===== src/rtl/gated_mux2.sv =====
// Enabled 2:1 mux with a combinational result and a one-cycle registered copy.
// Y follows the inputs directly; Y_q/en_q give synchronous consumers a qualified sample.
module gated_mux2 #(
    parameter int WIDTH = 4
) (
    input  logic             clk,
    input  logic             rst_n,
    input  logic             en,
    input  logic             sel,
    input  logic [WIDTH-1:0] D0,
    input  logic [WIDTH-1:0] D1,
    output logic [WIDTH-1:0] Y,
    output logic [WIDTH-1:0] Y_q,
    output logic             en_q
);

    logic [WIDTH-1:0] w_y;
    logic [WIDTH-1:0] r_y_q;
    logic             r_en_q;

    // Nested ternaries so an unknown en or sel shows up as X rather than a default.
    assign w_y = en ? (sel ? D1 : D0) : {WIDTH{1'b0}};
    assign Y   = w_y;

    always_ff @(posedge clk) begin
        if (!rst_n) begin
            r_y_q  <= {WIDTH{1'b0}};
            r_en_q <= 1'b0;
        end else begin
            r_y_q  <= w_y;
            r_en_q <= en;
        end
    end

    assign Y_q  = r_y_q;
    assign en_q = r_en_q;

`ifndef SYNTHESIS
    logic [WIDTH-1:0] r_y_prev;
    logic             r_chk_vld;

    always_ff @(posedge clk) begin
        r_y_prev  <= w_y;
        r_chk_vld <= rst_n;
    end

    // Checked at the clock edge so the inputs are stable when sampled.
    always_ff @(posedge clk) begin
        if (!$isunknown({en, sel, D0, D1}))
            assert (Y === (en ? (sel ? D1 : D0) : {WIDTH{1'b0}}))
                else $error("gated_mux2: Y does not match selected source");
        if (r_chk_vld === 1'b1)
            assert (Y_q === r_y_prev)
                else $error("gated_mux2: Y_q does not match previous-cycle Y");
    end
`endif

endmodule


===== config.mk =====
export PLATFORM = sky130hd
export DESIGN_NAME = gated_mux2
export DESIGN_NICKNAME = d
export VERILOG_FILES = /design/src/rtl/gated_mux2.sv
export SDC_FILE = /design/constraint.sdc
export NUM_CORES = 1
export LEC_CHECK = 0
export CAP_MARGIN = 40
export CELL_PAD_IN_SITES_DETAIL_PLACEMENT = 0
export CELL_PAD_IN_SITES_GLOBAL_PLACEMENT = 2
export CORE_MARGIN = 2
export CORE_UTILIZATION = 13
export DETAILED_ROUTE_END_ITERATION = 10
export GPL_ROUTABILITY_DRIVEN = 0
export HOLD_SLACK_MARGIN = 0.02
export PLACE_DENSITY_LB_ADDON = 0.05
export SETUP_SLACK_MARGIN = 0.15
export SLEW_MARGIN = 20
export SYNTH_ARGS = -nofsm -noshare
export SYNTH_HDL_FRONTEND = slang
export SYNTH_SLANG_ARGS = --single-unit

===== constraint.sdc =====
create_clock -name clk -period 1.05 [get_ports clk]
set_clock_uncertainty 0.15 [all_clocks]
set_input_delay 0.105 -clock clk [delete_from_list [all_inputs] [get_ports clk]]
set_output_delay 0.105 -clock clk [all_outputs]
set_load 0.05 [all_outputs]

==> out/qor.tcl, run 1 <==
set qor(root_buffer) {clkbuf_4}
set qor(floorplan_die_area_um2) 1859
set qor(h-tree-depth) 1
set qor(postRouteAntennaNets) 0
set qor(synth_simple_gate_area_share_pct) 22.01
set qor(post_synth_mux_area_share_pct) 20.13
set qor(ys_warn_count) 0
set qor(required_ps) 790
set qor(groute.usage.overall_pct) 8.101
set qor(clockBufferDepth) 2
set qor(power.ir.vdd_worst_v) 0.0003674
set qor(synth_compound_gate_area_share_pct) 0
set qor(synth_fa_ha_area_share_pct) 0
set qor(holdBufCountCts) 0
set qor(die_h_um) 43.12
set qor(initial_core_utilization_pct) 13.52
set qor(dr_total_vias) 277
set qor(hold_path_depth) 3
set qor(detail_route.wirelength_um) 681
set qor(timing.critical_path.from_type) {flop}
set qor(synthDistinctLibCells) 7
set qor(portBuffers) 20
set qor(syn-mean-instance-area_um2) 9.947
set qor(post-route-util_pct) 47.02
set qor(mappedNetlistNets) 32
set qor(drc_errors) 0
set qor(boundaryPins) 21
set qor(placed_cells) 59
set qor(initial_antenna_violation_count) 0
set qor(worst-path-max-fanout) 1
set qor(critical_path_buf_inv_count) 1
set qor(grt_pass1_vias) 277
set qor(synthXorXnorAreaFrac_pct) 0
set qor(synth_area_leader_cell) {dfxtp_1}
set qor(finish.net_count) 70
set qor(timing.final.max_slew_violations) 0
set qor(routed_via_density) 3.795
set qor(rows) 14
set qor(top_cell_family_by_delay_on_the_critical_path) {flip-flops}
set qor(synth.area.top_cells) {dfxtp_1, mux2i_1, nor2b_1}
set qor(rsz0062_at_grt) {true}
set qor(slew_headroom_pct) 86.05
set qor(finalNonFillerCells) 73
set qor(timing_worst_setup_path_type) {flop to primary output}
set qor(timing.critical_path.depth) 1
set qor(layout-area-overhead-vs-synth_pct) 247.8
set qor(cts.sink_count) 5
set qor(drive_above_1_share_pct) 85.96
set qor(maximum_number_of_pins_on_one_net_before_global_route_repair) 6
set qor(timing.hold.worst.class) {primary input to flop}
set qor(drt_pass1_iterations) 2
set qor(critical_path.cell_chain) {buf_12}
set qor(leak_pwr_nw) 0.3222
set qor(worstHoldStart) {en}
set qor(wl_per_cell_um) 9.329
set qor(critical_path_end_type) {primary output}
set qor(number_of_buffers_inserted_during_clock_tree_synthesis) 3
set qor(cpMaxStageDelayCell) {dfxtp_2}
set qor(syn-cell-area_um2) 198.9
set qor(count_of_final_hold_check_violations) 0
set qor(timing.critical_path.slowest_cell_delay_ps) 330
set qor(worstPathArrival_ps) 700
set qor(status) {completed}
set qor(total_global_routing_overflow) 0
set qor(fin_worst_hold_slack_ps) 162.8
set qor(setup_viol_count_final) 0
set qor(launching_instance_or_port_of_the_critical_path) {Y_q[3]}
set qor(final.period_utilization_pct) 91.28
set qor(fmaxAchievable_ghz) 1.043
set qor(final_period_minus_worst_setup_slack_ps) 958.4
set qor(placeable_core_region_um2) 1471
set qor(combinational_family_with_the_most_area_after_synthesis) {simple AND/OR/NAND/NOR gates}
set qor(die_w_um) 43.12
set qor(initialDrtViolationCount) 1
set qor(dp.final_hpwl_um) 441.2
set qor(register_bit_total_from_synthesis) 5
set qor(synth.top_cell.area_share_pct) 50.31
set qor(synth_seq_area_share_pct) 50.31
set qor(power-per-cell-area_nw_per_um2) 1078
set qor(synth_cells) 20
set qor(worst-slew-pin-transition_ps) 204.8
set qor(reg_clk_slew_reported_paths_ps) 40
set qor(wire_length_of_the_first_global_routing_pass_um) 1000
set qor(layout.filler_cells) 155
set qor(max_cap_viol_count) 0
set qor(diodes) 0
set qor(tritoncts) {built}
-- synth_stat cells, drive strengths merged --
master / n
nor2: 4
inv: 1
mux2i: 4
nor2b: 4
nand2: 1
buf: 1
dfxtp: 5
-- stage by stage --
| step | power (mW) | instance area (µm²) | setup TNS, ps | worst slack (ps) |
|---|---|---|---|---|
| floorplan | 0.3211 | 229.0 | 0 | 119.9 |
| global placement | 0.4357 | 508.0 | -4014 | -519.7 |
| detailed placement | 0.4377 | 508.0 | -4215 | -549.1 |
| CTS | 0.7528 | 710.7 | 0 | 76.35 |
| global route | 0.7773 | 691.9 | 0 | 68.11 |
| finish | 0.7457 | 691.9 | 0 | 91.57 |
-- sequential cells by signal, summed over array words and instances, names as in the netlist --
| signal | cells |
|---|---|
| Y_q | 4 |
| en_q | 1 |
-- power by group --
group / internal [mW] / leakage [nW] / total (mW) / switching, mW
Combinational: 0.182 / 0.264 / 0.318 / 0.136
Sequential: 0.202 / 0.0430 / 0.209 / 0.00729
Clock: 0.143 / 0.0150 / 0.218 / 0.0750
-- kinds of logic after synthesis --
family | after synthesis
buffers and inverters | 2
and+or+nand+nor | 9
DFF | 5
muxes | 4
-- final timing paths --
check | to | slack, ps
worst max-delay path | Y_q[3] | 90
worst min-delay path | en_q | 160
-- placed cells by master (no fill, tap or decap) --
cell and instances:
buf_12 6, clkdlybuf4s15_2 2, nor2_1 4, buf_2 5, clkbuf_2 2, clkbuf_4 3
nor2b_4 4, nand2_1 1, inv_1 1, buf_8 1, mux2i_4 4, clkbuf_1 1
clkdlybuf4s50_1 1, buf_6 11, dfxtp_2 5, buf_4 6
-- cell type report --
| class | count | area, µm² | area share [%] |
|---|---|---|---|
| timing repair buffer | 34 | 371.6 | 53.71 |
| inverter | 1 | 3.754 | 0.5425 |
| sequential | 5 | 106.4 | 15.37 |
| clock buffer | 4 | 26.28 | 3.797 |
| multi-input combinational | 13 | 163.9 | 23.69 |
| tap | 16 | 20.02 | 2.893 |
-- what timing repair did --
item                       4_1_cts  5_1_grt
buffers inserted                 9        1
gates resized for setup         56       11
setup endpoints to repair       13       12
pin swaps                        2        0
-- per-layer routing --
layer	part of all wire, %	global-route usage, %	vias up
li1	-	-	136
met1	26	4.439	124
met2	64	16.42	15
met3	9.0	2.553	2
met4	0.88	9.091	0
met5	0	0	-
Power figures use the tool's default switching activity.
==> run 2: changes to the inputs <==
--- a/config.mk
+++ b/config.mk
@@ -15,7 +15,6 @@
 export HOLD_SLACK_MARGIN = 0.02
 export PLACE_DENSITY_LB_ADDON = 0.05
 export SETUP_SLACK_MARGIN = 0.15
-export SLEW_MARGIN = 20
 export SYNTH_ARGS = -nofsm -noshare
 export SYNTH_HDL_FRONTEND = slang
 export SYNTH_SLANG_ARGS = --single-unit
==> results of run 2 <==
Same layout as run 1: the final DEF is identical, and so are final timing and power.
==> run 3: changes to the inputs <==
--- a/config.mk
+++ b/config.mk
@@ -10,6 +10,7 @@
 export CELL_PAD_IN_SITES_GLOBAL_PLACEMENT = 2
 export CORE_MARGIN = 2
 export CORE_UTILIZATION = 13
+export CTS_CLUSTER_DIAMETER = 30
 export DETAILED_ROUTE_END_ITERATION = 10
 export GPL_ROUTABILITY_DRIVEN = 0
 export HOLD_SLACK_MARGIN = 0.02
==> results of run 3 <==
Same layout as run 1: the final DEF is identical, and so are final timing and power.
